File: config.mk
export PLATFORM = sky130hd
export DESIGN_NAME = grill_slot_manager
export DESIGN_NICKNAME = d
export VERILOG_FILES = /design/src/rtl/grill_slot_manager.sv
export SDC_FILE = /design/constraint.sdc
export NUM_CORES = 1
export LEC_CHECK = 0
export ABC_AREA = 1
export CAP_MARGIN = 10
export CORE_AREA = 2 2 101 103
export DETAILED_ROUTE_END_ITERATION = 6
export DIE_AREA = 0 0 103 105
export SETUP_SLACK_MARGIN = 0.1
export SLEW_MARGIN = 25
export SYNTH_ARGS = -nofsm -noshare
export SYNTH_HDL_FRONTEND = slang
export SYNTH_SLANG_ARGS = --single-unit
File: constraint.sdc
create_clock -name clk -period 3.4 [get_ports clk]
set_input_delay 0.34 -clock clk [delete_from_list [all_inputs] [get_ports clk]]
set_output_delay 0.34 -clock clk [all_outputs]
set_load 0.02 [all_outputs]
File: src/rtl/grill_slot_manager.sv
// Four-slot grill: spawns steaks on show requests, ages them on a one-second
// prescaler tick, and classifies player picks into good/bad counts and a score.
`timescale 1ns/1ps

module grill_slot_manager #(
  parameter int unsigned CLKS_PER_SEC = 50_000_000,
  parameter int unsigned DONE_SEC     = 5,
  parameter int unsigned BURN_SEC     = 8
) (
  input  logic       clk,
  input  logic       resetn,
  input  logic       steak_show,
  input  logic [3:0] pick,
  output logic [7:0] slot_state,
  output logic       spawn_drop,
  output logic [2:0] good_n,
  output logic [2:0] bad_n,
  output logic [7:0] score
);

  localparam int unsigned NSLOT   = 4;
  localparam int unsigned AGE_W   = 4;
  localparam int unsigned CNT_W   = (CLKS_PER_SEC > 1) ? $clog2(CLKS_PER_SEC) : 1;
  localparam int unsigned CNT_W_N = 3;
  localparam int unsigned SCORE_W = 8;

  localparam logic [CNT_W-1:0]   CNT_MAX  = CNT_W'(CLKS_PER_SEC - 1);
  localparam logic [AGE_W-1:0]   AGE_MAX  = AGE_W'(15);
  localparam logic [AGE_W-1:0]   DONE_AGE = AGE_W'(DONE_SEC);
  localparam logic [AGE_W-1:0]   BURN_AGE = AGE_W'(BURN_SEC);
  localparam logic [SCORE_W-1:0] SCORE_MAX = SCORE_W'(255);

  typedef enum logic [1:0] {
    ST_EMPTY   = 2'b00,
    ST_COOKING = 2'b01,
    ST_DONE    = 2'b10,
    ST_BURNT   = 2'b11
  } slot_st_e;

  slot_st_e             st_q   [NSLOT];
  slot_st_e             st_d   [NSLOT];
  logic [AGE_W-1:0]     age_q  [NSLOT];
  logic [AGE_W-1:0]     age_d  [NSLOT];
  logic [AGE_W-1:0]     age_inc_c [NSLOT];
  logic [CNT_W-1:0]     cnt_q, cnt_d;
  logic                 drop_q, drop_d;
  logic [CNT_W_N-1:0]   good_q, good_d;
  logic [CNT_W_N-1:0]   bad_q, bad_d;
  logic [SCORE_W-1:0]   score_q, score_d;
  logic [SCORE_W:0]     score_sum_c;
  logic                 sec_tick_c;
  logic [NSLOT-1:0]     empty_c;
  logic [NSLOT-1:0]     spawn_oh_c;

  // One-second prescaler; wraps to 0 in the cycle after its maximum.
  assign sec_tick_c = (cnt_q == CNT_MAX);
  assign cnt_d      = sec_tick_c ? '0 : cnt_q + CNT_W'(1);

  // Allocation looks at occupancy at the start of the cycle only.
  always_comb begin
    empty_c = '0;
    for (int i = 0; i < NSLOT; i++) begin
      empty_c[i] = (st_q[i] == ST_EMPTY);
      age_inc_c[i] = (age_q[i] == AGE_MAX) ? AGE_MAX : age_q[i] + AGE_W'(1);
    end
    spawn_oh_c = NSLOT'(empty_c & (~empty_c + NSLOT'(1)));
  end

  // Per-slot next state: pick beats aging; spawn only lands on a start-of-cycle empty slot.
  always_comb begin
    good_d = '0;
    bad_d  = '0;
    for (int i = 0; i < NSLOT; i++) begin
      st_d[i]  = st_q[i];
      age_d[i] = age_q[i];
      if (pick[i] && (st_q[i] != ST_EMPTY)) begin
        if (st_q[i] == ST_DONE) begin
          good_d = good_d + CNT_W_N'(1);
        end else begin
          bad_d = bad_d + CNT_W_N'(1);
        end
        st_d[i]  = ST_EMPTY;
        age_d[i] = '0;
      end else if ((st_q[i] != ST_EMPTY) && sec_tick_c) begin
        age_d[i] = age_inc_c[i];
        case (st_q[i])
          ST_COOKING: if (age_inc_c[i] == DONE_AGE) st_d[i] = ST_DONE;
          ST_DONE:    if (age_inc_c[i] == BURN_AGE) st_d[i] = ST_BURNT;
          default:    ;
        endcase
      end else if (steak_show && spawn_oh_c[i]) begin
        st_d[i]  = ST_COOKING;
        age_d[i] = '0;
      end
    end
  end

  assign drop_d = steak_show && (empty_c == '0);

  // Score accumulates the previous cycle's good count, saturating.
  always_comb begin
    score_sum_c = {1'b0, score_q} + (SCORE_W + 1)'(good_q);
    score_d     = score_sum_c[SCORE_W] ? SCORE_MAX : score_sum_c[SCORE_W-1:0];
  end

  always_ff @(posedge clk or negedge resetn) begin
    if (!resetn) begin
      cnt_q   <= '0;
      drop_q  <= 1'b0;
      good_q  <= '0;
      bad_q   <= '0;
      score_q <= '0;
      for (int i = 0; i < NSLOT; i++) begin
        st_q[i]  <= ST_EMPTY;
        age_q[i] <= '0;
      end
    end else begin
      cnt_q   <= cnt_d;
      drop_q  <= drop_d;
      good_q  <= good_d;
      bad_q   <= bad_d;
      score_q <= score_d;
      for (int i = 0; i < NSLOT; i++) begin
        st_q[i]  <= st_d[i];
        age_q[i] <= age_d[i];
      end
    end
  end

  always_comb begin
    slot_state = '0;
    for (int i = 0; i < NSLOT; i++) begin
      slot_state[2*i +: 2] = st_q[i];
    end
  end

  assign spawn_drop = drop_q;
  assign good_n     = good_q;
  assign bad_n      = bad_q;
  assign score      = score_q;

endmodule

== Word-level counts from Yosys, hierarchy flattened ==
Cells that the tools add are included.

* Flip-flop bits (word level): 65
* Input port bits: 7
* Output and inout bits: 23
* Logic and storage cells: 149

* Add/subtract/negate cells: 13
* Equal/unequal tests: 33
* Mux-type cells: 58
* Bitwise gates (word level): 2
* Reductions and logical operators: 30

{| class="wikitable"
|+ Operators by type and width
! cell !! count
|-
| $mux 4 || 16
|-
| $mux 2 || 20
|-
| $mux 3 || 13
|-
| $eq 4x4->1 const B || 8
|-
| $ne 4x3->1 const B || 8
|-
| $add 26x1->26 const B || 1
|-
| $eq 26x26->1 const B || 1
|-
| $mux 26 || 1
|-
| $add 4x1->4 const B || 5
|-
| $add 3x1->3 const B || 6
|-
| $eq 4x3->1 const B || 4
|-
| $ne 4x4->1 const B || 4
|-
| $pmux 2 s2 || 4
|-
| $reduce_and 4->1 || 4
|-
| $logic_and 1x1->1 || 13
|-
| $reduce_bool 3->1 || 4
|-
| $add 8x3->9 || 1
|-
| $eq 2x1->1 const B || 4
|-
| $eq 2x2->1 const B || 4
|-
| $logic_not 2->1 || 4
|-
| $mux 8 || 1
|-
| $reduce_bool 2->1 || 4
|-
| $and 4x4->4 || 1
|-
| $logic_not 4->1 || 1
|-
| 2 further kinds || 4
|}

== Logic depth before layout (Yosys ltp) ==
Gate-level depths: netlist of the first run.

* Depth in word-level cells: 12
* Depth in mapped cells: 13

== Worst setup path before layout of the first run ==
Ideal clock, no wire load.

* Kind: flip-flop to flip-flop
* Start point: reg st_q, in the netlist slot_state[0]
* End point: reg bad_q[1] (netlist: bad_n[1])
* Setup time: 125 ps
* Data arrival time: 2,191 ps
* Data required time: 3,275 ps
* Slack: 1,084 ps
* Cell stages (with the launch flop): 13
* Buffers on the path: 0
* Period minus slack after synthesis: 2,316 ps
* Cell sequence: dfrtp_1 nor2_1 nor2_2 inv_2 nor2_2 ha_1 nand3_1 nand2_1 ha_1 nand2_1 nand2_1 ha_1 mux2_2

* Word-level cells in the longest chain between the ends: 12
* Elaborated cells between the ends (all ways): 14

{| class="wikitable"
|+ Ends and longest elaborated chain
! what !! line !! source
|-
| start, declared || 40 || <nowiki>slot_st_e st_q [NSLOT];</nowiki>
|-
| start signal, assigned by index || 124 || <nowiki>st_q[i] <= st_d[i];</nowiki>
|-
| $eq 2x2->1 or $reduce_bool 2->1 (tied branches) || 77, 76 ||
|-
| $mux 1 or $logic_and 1x1->1 (tied branches) || 77, 76 ||
|-
| $mux 1 * || 76 || <nowiki>if (pick[i] && (st_q[i] != ST_EMPTY)) begin</nowiki>
|-
| $add 3x1->3 || 80 || <nowiki>bad_d = bad_d + CNT_W_N'(1);</nowiki>
|-
| $mux 3 || 77 || <nowiki>if (st_q[i] == ST_DONE) begin</nowiki>
|-
| $mux 3 * || 76 ||
|-
| $add 3x1->3 || 80 ||
|-
| $mux 3 || 77 ||
|-
| $mux 3 * || 76 ||
|-
| $add 3x1->3 || 80 ||
|-
| $mux 3 || 77 ||
|-
| $mux 3 * || 76 ||
|-
| named net bad_d[1] || 48 || <nowiki>logic [CNT_W_N-1:0] bad_q, bad_d;</nowiki>
|-
| end signal, assigned || 111 || <nowiki>bad_q <= '0;</nowiki>
|-
| end signal, assigned || 121 || <nowiki>bad_q <= bad_d;</nowiki>
|-
| end, declared || 48 ||
|}

Mark *: on every way through the listed nets, which the timed path passes. The rest lies on a longest branch.
A chain may end at the register's enable or synchronous reset.

== Worst setup path in the final report of the first run ==
* Start point: reg st_q, in the netlist slot_state[1]
* End point: reg good_q[1] (netlist: good_n[1])

* Word-level cells in the longest chain between the ends: 12
* Elaborated cells between the ends (all ways): 14

{| class="wikitable"
|+ Ends and longest elaborated chain
! what !! line !! source
|-
| $eq 2x2->1 or $reduce_bool 2->1 (tied branches) || 77, 76 ||
|-
| $mux 1 or $logic_and 1x1->1 (tied branches) || 77, 76 ||
|-
| $mux 3 * || 76 ||
|-
| $add 3x1->3 || 78 || <nowiki>good_d = good_d + CNT_W_N'(1);</nowiki>
|-
| $mux 3 || 77 ||
|-
| $mux 3 * || 76 ||
|-
| $add 3x1->3 || 78 ||
|-
| $mux 3 || 77 ||
|-
| $mux 3 * || 76 ||
|-
| $add 3x1->3 || 78 ||
|-
| $mux 3 || 77 ||
|-
| $mux 3 * || 76 ||
|-
| named net good_d[1] || 47 || <nowiki>logic [CNT_W_N-1:0] good_q, good_d;</nowiki>
|-
| end signal, assigned || 120 || <nowiki>good_q <= good_d;</nowiki>
|-
| end, declared || 47 ||
|}

Marked as above.

==> metrics.yaml, run 1 <==
finish:
  area_growth_pct: 14.91
  fin_area_um2: 4880
  layout_commonest_cell: "nand2_1"
  fin_util_pct: 50.62
  antenna_cells: 0
  layout_common_cells: "133 x nand2_1, 89 x inv_1, 81 x nor2_1"
  final_net_count: 647
  n_fill_cell: 970
  drive_gt1_share_pct: 11.94
setup_path:
  ff2ff_setup_slack_ns: 1.03
  cpLargestDelayFamily: "adder cells"
  start_kind: "flip-flop"
  r2r_start: "slot_state[1]"
  max_stage_delay_ns: 0.40
  reg2regPathDepth: 12
  cp-endpoint: "good_n[1]"
  regToRegEndpoint: "good_n[1]"
  crit_path_start: "slot_state[1]"
  worst-path-buf-inv: 2
  slowest_stage: "dfrtp_1"
  crit_type: "reg2reg"
  crit_chain: "inv_2 > nor2_1 > inv_1 > nor2_1 > ha_1 > nand3_1 > nand2_1 > ha_1 > nand2_1 > nand2_1 > ha_1 > mux2_2"
  crit_fanout: 4
  cp.required_ns: 3.65
  cp-end-kind: "flip-flop"
  crit_cells: 12
  worstPathArrival_ns: 2.62
floorplanning:
  die_h_um: 105
  core-area_um2: 9639
  ios: 30
  die_area_um2: 10820
  start_util_pct: 44.06
  row_count: 36
  fp.dieW_um: 103
clock_tree:
  post_cts_buffers: 0
  hold_buffers: 0
  cts_sinks: 65
  cts_root_buf: "clkbuf_8"
  cts_made_buffers: 9
  cts_tree: "yes"
  post_cts_resized: 0
  htree_levels: 3
  clock_path_buffers: 2
  clkLatencyLatePin_ns: 0.36
  clk_pin_slew_ns: 0.07
pwr:
  leakagePower_nw: 2.436
  ir_drop_v: 0.0003025
  power_mw: 2.333
  p_per_area_nw_per_um2: 478.1
sta:
  slew_headroom_pct: 48.86
  timing.final.crit_share_pct: 69.74
  slew_viol_final: 0
  whs_ns: 0.04723
  setup_viol_count_final: 0
  fmax_mhz: 421.7
  finalHoldViolCount: 0
  worst_pin_slew_ns: 0.7671
  setup_tns_ns: 0
  period_minus_slack_ns: 2.371
  rsz0062_at_grt: "false"
  fin_skew_ns: 0.01101
place:
  placed_cell_area_um2: 4711
  io_buffers: 29
  hpwlAfterDp_um: 7296
  gp_congestion: 0.9454
route:
  ant_nets: 0
  wl_per_cell_um: 12.46
  firstDrtPassIters: 5
  viasPerCell: 4.886
  num_vias: 3718
  wl_um: 9480
  initialDrtViolationCount: 113
  drc: 0
synth:
  avgSynthCellArea_um2: 7.259
  synth_cells: 585
  synth_cell_type_count: 42
  syn_area_um2: 4247
  syn-num-nets: 607
  synth_edf_count: 0
  synth-main-ff-cell: "dfrtp_1"
  yosys_warnings: 0
  yosysSeqAreaShare_pct: 38.30
  synthArstFlopShare_pct: 100.0
  ys_seq_elements: 65
grt:
  grt_pass1_vias: 3686
  grt_max_degree: 35
  grt.overflow.total: 0
  grt_pass1_wl_um: 16550
  grt_usage_pct: 19.35
  antenna_found_initial: 0
run_status:
  status: "complete, no violations"
job:
  maxCapViolations: 0
min_path:
  hold_class: "in2async"
-- metrics by stage --
stage	worst slack (ns)	std cells
6_report	1.029	761
5_1_grt	0.8257	761
4_1_cts	1.026	761
3_5_place_dp	0.6665	747
3_3_place_gp	0.7146	747
2_1_floorplan	1.084	585
-- area by class of cell --
class | count | area (µm²) | share of cell area [%]
tap | 133 | 166.4 | 3.410
multi-input combinational | 413 | 2215 | 45.38
inverter | 106 | 397.9 | 8.154
sequential | 65 | 1627 | 33.33
clock inverter | 3 | 17.52 | 0.3590
timing repair buffer | 30 | 305.3 | 6.256
clock buffer | 11 | 151.4 | 3.103
-- Yosys cell counts (2+ instances only) --
library cell / n / area [µm²]
nor4_1: 3 / 18.77
nor3_1: 15 / 75.07
o21ai_0: 20 / 100.1
nand3b_1: 3 / 22.52
xor2_2: 2 / 32.53
nand3_2: 2 / 20.02
nor2_2: 9 / 56.30
nor2_8: 2 / 40.04
xor2_1: 13 / 113.9
nor2_1: 81 / 304.0
a21oi_1: 8 / 40.04
o21ai_2: 2 / 17.52
nand3_1: 38 / 190.2
nand3_4: 2 / 35.03
or2_2: 3 / 18.77
dfrtp_1: 65 / 1627
nor3_2: 2 / 20.02
nand2_2: 12 / 75.07
nand2_4: 2 / 22.52
mux2_2: 2 / 22.52
a31oi_1: 3 / 18.77
inv_1: 89 / 334.1
nand2_1: 133 / 499.2
nand4_1: 14 / 87.58
o22ai_1: 6 / 37.54
a21boi_1: 2 / 15.01
o21ai_1: 8 / 40.04
ha_1: 14 / 175.2
nor2_4: 2 / 22.52
inv_2: 16 / 60.06
-- logic make-up (layout without fill, tap and decap cells) --
family          Yosys count  after routing  share of synthesized area (%)
xor+xnor                 16             16                          3.654
simple gates            327            327                          36.30
flops                    65             65                          38.30
buf+inv                 107            150                          9.546
mux                       2              2                         0.5303
fa+ha+maj                15             15                          4.596
compound gates           53             53                          7.072
-- flip-flops by register name, summed over array words and instances (netlist names) --
| signal | flops |
|---|---|
| good_n | 3 |
| cnt_q | 26 |
| score | 8 |
| bad_n | 3 |
| slot_state | 8 |
| spawn_drop | 1 |
| age_q | 16 |
-- power breakdown --
part | internal (mW) | switching (mW)
registers | 0.855 | 0.0754
logic | 0.314 | 0.489
clock network | 0.294 | 0.306
total | 1.46 | 0.871
-- routing by layer --
layer / vias to the layer above / global-route usage [%] / wire length [µm]
met5: - / 0 / 0
met4: 0 / 9.211 / 239
met3: 18 / 3.077 / 290
met2: 55 / 31.31 / 4558
met1: 1717 / 24.92 / 4391
li1: 1928 / - / -
-- how the worst min path moves through the flow --
| stage | to | depth (start not counted) |
|---|---|---|
| after floorplan | age_q[0] | 0 |
| after global placement | cnt_q[9] | 1 |
| after detailed placement | cnt_q[9] | 1 |
| after CTS | cnt_q[9] | 1 |
| after global routing | cnt_q[9] | 1 |
| final | cnt_q[9] | 1 |
No activity file was read; power rests on OpenSTA's default activity.
==> inputs of run 2 (changes only) <==
- clock period: 3.4 -> 1.92 ns (I/O delays scaled with it)
==> run 2 against run 1 <==
The flow now finishes with violations (setup timing). Sequential power up 77%. Via count increased by 6.4%. Core utilization grew 8.5 points. Critical path depth unchanged. Worst setup slack lost 1.2 ns. Count of clock-buffer cells in the layout is 1 higher. Highest routed layer unchanged. Combinational power rose to 2.6 times the previous value. Sequential share of layout area decreased by 4.7 points. Largest cell class unchanged. First-iteration DRC count is 20% higher. Global-route usage up 0.86 points.
==> metrics.yaml, run 2 (synthesized netlist as in run 1, its figures left out) <==
sta:
  rsz0062_at_grt: "true"
  fin_skew_ns: 0.01360
  timing.final.crit_share_pct: 109.8
  setup_viol_count_final: 4
  worst_pin_slew_ns: 0.4769
  slew_headroom_pct: 68.21
  period_minus_slack_ns: 2.107
  layout_setup_ws_ns: -0.1873
  fmax_mhz: 474.5
  finalHoldViolCount: 0
  slew_viol_final: 0
finish:
  antenna_cells: 0
  layout_commonest_cell: "nand2_1"
  multi_input_area_um2: 2521
  fin_area_um2: 5694
  layout_common_cells: "122 x nand2_1, 88 x inv_1, 66 x nor2_1"
  final_net_count: 700
  fin_util_pct: 59.07
  seq_area_um2: 1633
  largest_reg_flops: 26
  area_growth_pct: 34.09
  largest-register: "cnt_q"
  drive_gt1_share_pct: 26.50
  n_fill_cell: 909
  largest_registers: "cnt_q x26, age_q x16"
grt:
  met1_usage_pct: 25.36
  antenna_found_initial: 0
  grt_max_degree: 27
  grt_util_met3_pct: 4.080
  grt_pass1_wl_um: 17370
  grt_pass1_vias: 3865
  grt.overflow.total: 0
  met2_usage_pct: 34.09
  top_usage_layer: "met2"
  grt_usage_pct: 20.21
floorplanning:
  row_count: 36
  fp.dieW_um: 103
  die_area_um2: 10820
  core-area_um2: 9639
  ios: 30
  start_util_pct: 44.06
  die_h_um: 105
pwr:
  power_mw: 5.256
  leakagePower_nw: 2.798
  ir_drop_v: 0.0007187
  p_per_area_nw_per_um2: 923.0
route:
  ant_nets: 0
  wl_per_cell_um: 12.64
  viasPerCell: 4.849
  drc: 0
  num_vias: 3957
  firstDrtPassIters: 4
  initialDrtViolationCount: 136
  wl_um: 10310
clock_tree:
  cts_tree: "yes"
  cts_made_buffers: 9
  htree_levels: 3
  cts_root_buf: "clkbuf_8"
  clkLatencyLatePin_ns: 0.36
  clk_pin_slew_ns: 0.08
  cts_sinks: 65
  clock_path_buffers: 2
place:
  gp_congestion: 0.9071
  hpwlAfterDp_um: 7742
  io_buffers: 29
  placed_cell_area_um2: 5022
setup_path:
  crit_fanout: 3
  start_kind: "flip-flop"
  cp-end-kind: "flip-flop"
  worstPathArrival_ns: 2.34
  crit_type: "reg2reg"
  cp.required_ns: 2.16
min_path:
  hold_class: "in2async"
job:
  maxCapViolations: 0
run_status:
  status: "finished, violations left"
  violations: "setup timing"
==> run 2: where the power goes <==
group | internal, mW | switching, mW
Clock | 0.969 | 0.566
Sequential | 1.52 | 0.124
Combinational | 0.955 | 1.12
==> run 2: per-layer routing <==
metal	part of all wire, %	wire (µm)
met3	2.8	291
met4	1.6	166
met5	0	0
met1	46	4713
met2	50	5139
==> run 2: timing repair <==
item                                   CTS  global route
gates resized for setup                 19            41
setup buffers                            7            11
setup endpoints to repair               16            40
pin swaps                               15            24
endpoints found under the hold margin   15             0
hold buffers                             1             0
==> run 2: stage by stage <==
| step | instances | setup TNS, ns | setup WS [ns] | hold WS [ns] |
|---|---|---|---|---|
| floorplan | 585 | -0.7939 | -0.2697 | -0.1036 |
| global placement | 781 | -1.671 | -0.4849 | 0.1798 |
| detailed placement | 781 | -1.999 | -0.5378 | 0.1831 |
| CTS | 805 | -0.5922 | -0.2241 | 0.3384 |
| global route | 816 | -0.8939 | -0.2696 | 0.3702 |
| finish | 816 | -0.5000 | -0.1873 | 0.3338 |
==> run 2: area by class of cell <==
type	instances	share of cell area (%)
clock inverters	4	1.714
inverters	106	6.987
well taps	133	2.922
multi-input cells	413	44.28
repair buffers	83	12.52
flip-flops and latches	65	28.68
clock buffers	12	2.900
==> run 2: critical path, cell delays in order, from the launching register on <==
cell	delay (ns)
dfrtp_2	0.41
inv_2	0.06
nor2_4	0.11
inv_2	0.06
nor2_4	0.14
ha_4	0.22
nand3_2	0.06
nand2_2	0.08
ha_4	0.27
nand2_4	0.05
nand2_4	0.09
ha_4	0.20
mux2_4	0.25
==> run 2: worst paths after layout <==
kind,to,start,slack (ns),depth (start not counted)
hold reg to reg,slot_state[7],slot_state[7],0.53,2
max in group asynchronous,score[0],resetn,1.04,3
setup reg to reg,good_n[1],slot_state[1],-0.19,12
hold / removal,cnt_q[16],resetn,0.33,2
min in group clk,slot_state[7],slot_state[7],0.53,2
setup / recovery,good_n[1],slot_state[1],-0.19,12
